$ cat config.mk
export PLATFORM = sky130hd
export DESIGN_NAME = modinv_for_2503
export DESIGN_NICKNAME = d
export VERILOG_FILES = /design/src/rtl/modinv_for_2503.sv
export SDC_FILE = /design/constraint.sdc
export NUM_CORES = 1
export LEC_CHECK = 0
export BUFFER_PORTS_ARGS = -buffer_cell sky130_fd_sc_hd__buf_2
export CORE_ASPECT_RATIO = 0.6
export CORE_MARGIN = 3
export CORE_UTILIZATION = 39
export DETAILED_ROUTE_END_ITERATION = 10
export MAX_ROUTING_LAYER = met4
export PLACE_DENSITY = 0.54
export SLEW_MARGIN = 10
export SYNTH_ARGS = -nofsm -noshare
export SYNTH_HDL_FRONTEND = slang
export SYNTH_SLANG_ARGS = --single-unit
$ cat constraint.sdc
create_clock -name clk -period 30.8 [get_ports clk]
set_input_delay 6.16 -clock clk [delete_from_list [all_inputs] [get_ports clk]]
set_output_delay 6.16 -clock clk [all_outputs]
set_load 0.03 [all_outputs]
$ cat src/rtl/modinv_for_2503.sv
// Sequential Fermat inverter over GF(2503): dout_r = din_a^2501 mod 2503.
// One shared multiplier feeds one Barrett reducer; square-and-multiply runs in constant time.
module modinv_for_2503 (
    input  logic        clk,
    input  logic        rst_n,
    input  logic [11:0] din_a,
    input  logic        in_valid,
    output logic        in_ready,
    output logic [11:0] dout_r,
    output logic        out_valid,
    input  logic        out_ready,
    output logic        out_zero
);

    localparam logic [11:0] MODULUS  = 12'd2503;
    localparam logic [11:0] EXPONENT = 12'd2501;

    typedef enum logic [1:0] {
        IDLE = 2'd0,
        SQR  = 2'd1,
        MUL  = 2'd2,
        DONE = 2'd3
    } state_t;

    // Barrett reduction of a product below 2503^2; the quotient estimate is short by at most 2.
    function automatic logic [11:0] red(input logic [22:0] x);
        logic [23:0] q_mu;
        logic [11:0] t;
        logic [12:0] r;
        q_mu = {13'd0, x[22:12]} * 24'd6702;
        t    = 12'(q_mu >> 24'd12);
        r    = x[12:0] - ({1'b0, t} * 13'd2503);
        if (r >= 13'd2503) begin
            r = r - 13'd2503;
        end else begin
            r = r;
        end
        if (r >= 13'd2503) begin
            r = r - 13'd2503;
        end else begin
            r = r;
        end
        return r[11:0];
    endfunction

    state_t      state_r;
    logic [11:0] acc_r;
    logic [11:0] base_r;
    logic [3:0]  idx_r;

    logic [11:0] op_b_s;
    logic [22:0] prod_s;
    logic [11:0] red_s;
    logic [11:0] mul_next_s;
    logic [11:0] base_in_s;

    // Shared datapath: squaring uses acc twice, multiplying uses acc and base.
    always_comb begin
        op_b_s = base_r;
        if (state_r == SQR) begin
            op_b_s = acc_r;
        end else begin
            op_b_s = base_r;
        end
        prod_s = {11'd0, acc_r} * {11'd0, op_b_s};
        red_s  = red(prod_s);
        mul_next_s = acc_r;
        if (EXPONENT[idx_r]) begin
            mul_next_s = red_s;
        end else begin
            mul_next_s = acc_r;
        end
        base_in_s = din_a;
        if (din_a >= MODULUS) begin
            base_in_s = din_a - MODULUS;
        end else begin
            base_in_s = din_a;
        end
    end

    // Control FSM with registered handshake and result outputs.
    always_ff @(posedge clk) begin
        if (!rst_n) begin
            state_r   <= IDLE;
            in_ready  <= 1'b1;
            out_valid <= 1'b0;
            out_zero  <= 1'b0;
            dout_r    <= 12'd0;
            acc_r     <= 12'd1;
            idx_r     <= 4'd11;
            base_r    <= 12'd0;
        end else begin
            case (state_r)
                IDLE: begin
                    if (in_valid) begin
                        base_r   <= base_in_s;
                        acc_r    <= 12'd1;
                        idx_r    <= 4'd11;
                        in_ready <= 1'b0;
                        state_r  <= SQR;
                    end
                end
                SQR: begin
                    acc_r   <= red_s;
                    state_r <= MUL;
                end
                MUL: begin
                    acc_r <= mul_next_s;
                    if (idx_r == 4'd0) begin
                        state_r   <= DONE;
                        out_valid <= 1'b1;
                        dout_r    <= mul_next_s;
                        out_zero  <= (base_r == 12'd0);
                    end else begin
                        idx_r   <= idx_r - 4'd1;
                        state_r <= SQR;
                    end
                end
                DONE: begin
                    if (out_ready) begin
                        out_valid <= 1'b0;
                        in_ready  <= 1'b1;
                        state_r   <= IDLE;
                    end
                end
                default: begin
                    state_r   <= IDLE;
                    in_ready  <= 1'b1;
                    out_valid <= 1'b0;
                end
            endcase
        end
    end

endmodule

== Word-level counts from Yosys, hierarchy flattened ==
Memories as Yosys holds them, arrays and structs flattened. A register that Yosys moved wholly into a read port is not among the register bits.
Index checks and enable logic that the tools add are counted.
Word-level totals
  bits in registers: 45
  ROM bits: 16
  output and inout port bits: 15
  logic and storage cells: 65
  memories kept: 1
Memory list
  (name not given): depth 16, bits a word 1, rd ports 1, clocked after Yosys merged registers in 1, wr ports 0, line 68  | if (EXPONENT[idx_r]) begin
Operators by class
  $add $sub $neg: 5
  multiply operators: 3
  magnitude comparators: 4
  eq/ne operators: 7
  muxes and demuxes: 23
  reduce and logical (&&, ||, !) cells: 14
Operators by type and width (number)
  12-bit two-way mux: 5
  12-bit case mux with 3 select lines: 1
  13-bit by 12-bit greater-or-equal comparator with 1-bit output, second input constant: 2
  12-bit subtractor, second input constant: 2
  11-bit by 12-bit multiplier with 23-bit output, second input constant: 1
  12-bit by 12-bit multiplier with 23-bit output: 1
  4-bit two-way mux: 4
  12-bit by 12-bit multiplier with 13-bit output, second input constant: 1
  13-bit two-way mux: 1
  13-bit by 12-bit subtractor with 13-bit output, second input constant: 1
  13-bit subtractor: 1
  12-bit greater-or-equal comparator, second input constant: 1
  12-bit zero test: 1
  3-bit AND reduction: 3
  2-bit != test, second input constant: 4
  2-bit case mux with 4 select lines: 1
  4-bit case mux with 2 select lines: 1
  2-bit AND reduction: 4
  2-bit two-way mux: 3
  2-bit nonzero test: 3
  4-bit by 5-bit < comparator with 1-bit output, second input constant: 1
  1-bit two-way mux: 5
  2-bit == test, second input constant: 2
  4-bit zero test: 1
  5 further kinds: 6

== Logic depth before layout (Yosys ltp) ==
  depth in word-level cells: 12
  depth in mapped cells: 78
  depth with buffers taken out: 74

== Least setup slack after synthesis ==
OpenSTA, ideal clock, no wires.
  kind: register to register
  from: register state_r[1]
  to: register dout_r[3]
  library setup time: 0.135 ns
  arrival: 17.579 ns
  slack: 13.086 ns
  stages on the path, launching flop included: 77
  buffers on the path: 4
  path through: dfxtp_1 inv_1 ha_1 clkbuf_1 clkbuf_1 mux2_2 clkbuf_1 nand2_1 fa_1 fa_1 inv_1 fa_1 fa_1 inv_1 fa_1 inv_1 ha_1 nand3_1 (+41 left out) a21o_1 a21oi_1 xnor3_1 xnor3_2 xor2_2 nor2_1 clkbuf_1 xnor2_1 inv_1 ha_1 o21ai_0 mux2_2 nand2_1 a31o_1 a21boi_4 mux2_1 o21ai_1 a31oi_1
On the way
  word-level cells in the longest chain between the ends: 11
  elaborated cells between the ends (all ways): 15
  those cells by class: add/sub: 3; mul: 3; order compare: 2; eq/ne: 2; mux: 4; reduce/logical: 1
Ends and longest elaborated chain
  start, declared: line 46  | state_t state_r;
  start signal, assigned: line 84  | state_r <= IDLE;
  start signal, assigned: line 100  | state_r <= SQR;
  start signal, assigned: line 105  | state_r <= MUL;
  2-bit by 1-bit == test with 1-bit output: line 60  | if (state_r == SQR) begin
  12-bit two-way mux: line 60
  12-bit by 12-bit multiplier with 23-bit output: line 65  | prod_s = {11'd0, acc_r} * {11'd0, op_b_s};
  11-bit by 12-bit multiplier with 23-bit output: line 30  | q_mu = {13'd0, x[22:12]} * 24'd6702;
  12-bit by 12-bit multiplier with 13-bit output: line 32  | r = x[12:0] - ({1'b0, t} * 13'd2503);
  13-bit subtractor: line 32
  13-bit by 12-bit subtractor with 13-bit output or 13-bit by 12-bit greater-or-equal comparator with 1-bit output (tied branches): line 34, 33
  13-bit two-way mux: line 33  | if (r >= 13'd2503) begin
  12-bit subtractor or 13-bit by 12-bit greater-or-equal comparator with 1-bit output (tied branches): line 39, 38
  12-bit two-way mux: line 38  | if (r >= 13'd2503) begin
  12-bit two-way mux: line 68
  end signal, assigned: line 112  | dout_r <= mul_next_s;
  end, declared: line 9  | output logic [11:0] dout_r,
Parallel ways exist; a longest one is shown, timed or not.
A chain may end at the register's enable or synchronous reset.

== Worst setup path in the final report ==
Ends and elaborated chain as after synthesis.

==> flow_summary.toml <==
[synth]
synth-simple-area-share = 0.146
synthArstFlopShare = 0
synth_common_cells = "inv_1 (302), ha_1 (194), fa_1 (156), nand2_1 (149), nor2_1 (66)"
synthFlopType = "dfxtp_1"
postSynthAreaPerCell_um2 = 8.43
synth_most_common_cell = "inv_1"
seq_area_frac_synth = 0.0730
ys_seq_elements = 46
synth-compound-area-share = 0.140
synthesis.nets = 1863
syn_inst = 1497
ys_top_cells_by_area = "fa_1 (25%), ha_1 (19%), inv_1 (9.0%)"
yosys-mux-area-fraction = 0.0206
synth_top_family_by_area = "adder cells"
synth_edf_count = 0
synth_fa_ha_area_frac = 0.441
ys_types = 98
synthesis.area_um2 = 12600
synth_area_leader_cell = "fa_1"
synth_top_cell_area_share = 0.247
synth_xor_area_frac = 0.0739
ys.warnings.count = 0

[grt]
grt_usage = 0.190
met3_usage = 0.0282
grt_max_degree = 34
grt_pass1_vias = 9480
grt_use_met1 = 0.328
grt_util_met2 = 0.233
gr-max-usage-layer = "met1"
grt_pass1_wl_mm = 52.0
antenna_found_initial = 0
grt_overflow = 0

[route]
ant_nets = 0
first_pass_iters = 5
drc_errors = 0
routed-via-count = 9908
routedWlPerCell_um = 16.5
wirelength_mm = 31.6
vias_per_cell = 5.18
drt_iter0_drc = 733

[clock_network]
path_clk_slew_ps = 70
postCtsSetupBuffers = 0
clk_latency_ps = 300
cts_tree = "done"
cts.path.max_buffers = 2
cts-buffers-inserted = 5
htree_levels = 2
cts_sinks = 46
cts_resized = 0
ctsHoldBuffers = 0
cts-root-buf = "clkbuf_16"

[layout]
diodes = 0
nets = 1861
fill_cells = 3251
drive_above_1_share = 0.0689
syn_to_final_growth_pct = 5.54

[sta]
finalSetupTns_ps = 0
relSlewSlack = 0.303
final_max_slew_viol_count = 0
timing.final.crit_share = 0.639
period_needed_ps = 19700
setup_viol = 0
fin_skew_ps = 8.61
rsz0062_at_grt = "false"
fmax_mhz = 50.8
hold_viol = 0
tightest_slew_ps = 1050
final.setup.worst_slack_ps = 11100

[placed_design]
port_buffers = 30
finalWeightedCongestion = 0.899
dpl.hpwl_mm = 27.2
pre_cts_ws_ps = 11230

[setup_path]
path_class = "register to register"
worst_ep_arrival_time_ps = 19840
r2r-start = "state_r[1]"
required_ps = 30950
worst_setup_path_end_kind = "register"
cp-startpoint = "state_r[1]"
worst_setup_path_start_kind = "register"
crit_fanout = 27
path_buf_inv = 11
critPathTopFamily = "adder cells"
crit_path_frequent_cell = "fa_1"
cp_slowest_cell = "ha_1"
cpPeakStageDelay_ps = 870

[outcome]
status = "finished, final reports clean"

[job]
max_cap_viol_count = 0

[floorplan]
floorplan.initialDensity = 0.400
dieArea_um2 = 34600
die_width_um = 238
die_h_um = 145
rows = 50
pin_count = 31
coreArea_um2 = 31500

[worst_hold_path]
hp-class = "register to register"
min_from = "dout_r[0]"
-- area by class of cell --
type | instances | area, um2 | share of cell area
Clock buffer | 5 | 125 | 0.00939
Clock inverter | 3 | 21.3 | 0.00160
Inverter | 303 | 1140 | 0.0854
Multi-Input combinational cell | 1099 | 10400 | 0.779
Sequential cell | 46 | 921 | 0.0691
Tap cell | 416 | 520 | 0.0391
Timing Repair Buffer | 40 | 225 | 0.0169
-- sequential cells by signal (all words and copies together) (netlist names), named ones only --
signal     flops
in_ready       1
out_zero       1
acc_r         12
out_valid      1
idx_r          4
dout_r        12
base_r        12
state_r        2
-- logic make-up (layout without fill, tap and decap cells) --
logic type                 count (synthesis)  in the layout
AOI/OAI and AO/OA                        250            250
buffers and inverters                    352            351
DFF                                       46             46
adders and majority gates                352            352
xor gates and xnor gates                  93             93
muxes                                     23             23
and+or+nand+nor                          381            381
-- layout by cell type, fill, tap and decap left out, drive strengths merged, types with 9 or more instances in the layout --
master    n
dfxtp    46
o21a     11
buf      40
a21oi    64
nand2b   13
fa      156
nand2   152
o21ai    63
xnor2    61
a21o     15
nand3    31
nor2     67
mux2i     9
nor3     16
o211ai   10
ha      194
xor2     29
and2     54
inv     302
a211oi   14
mux2     14
-- metrics by stage --
step           std cells  hold WS (ps)  instance area [um2]   util
4_1_cts             1912           496                13300  0.423
5_1_grt             1912           510                13300  0.423
6_report            1912           486                13300  0.423
2_1_floorplan       1497           452                12600      -
3_3_place_gp        1904           459                13200  0.418
3_5_place_dp        1904           481                13200  0.418
-- path summary, 6_finish.rpt --
path                             endpoint  slack [ps]  depth (start not counted)
worst max-delay path            dout_r[3]       11100                         71
worst min-delay path            dout_r[0]         490                          2
worst min register to register  dout_r[0]         490                          2
worst max register to register  dout_r[3]       11100                         71
-- worst register-to-register path: cells and delay by family (launching register included) --
family	cells	cell delay (ps)
multiplexers	3	1090
flip-flops	1	330
AO/OA/AOI/OAI	22	4800
adder cells (fa/ha/maj)	19	8990
XOR/XNOR	8	2260
AND/OR/NAND/NOR	8	1450
buffers and inverters	11	640
-- layer usage --
metal,wire [um],up-vias
met3,1700,8
li1,-,4835
met1,18200,4849
met5,0,-
met2,11600,216
met4,66,0
Power is left out: the tool's default activity adds up to more than one toggle a clock period on the data nets, which glitch-free logic cannot reach.
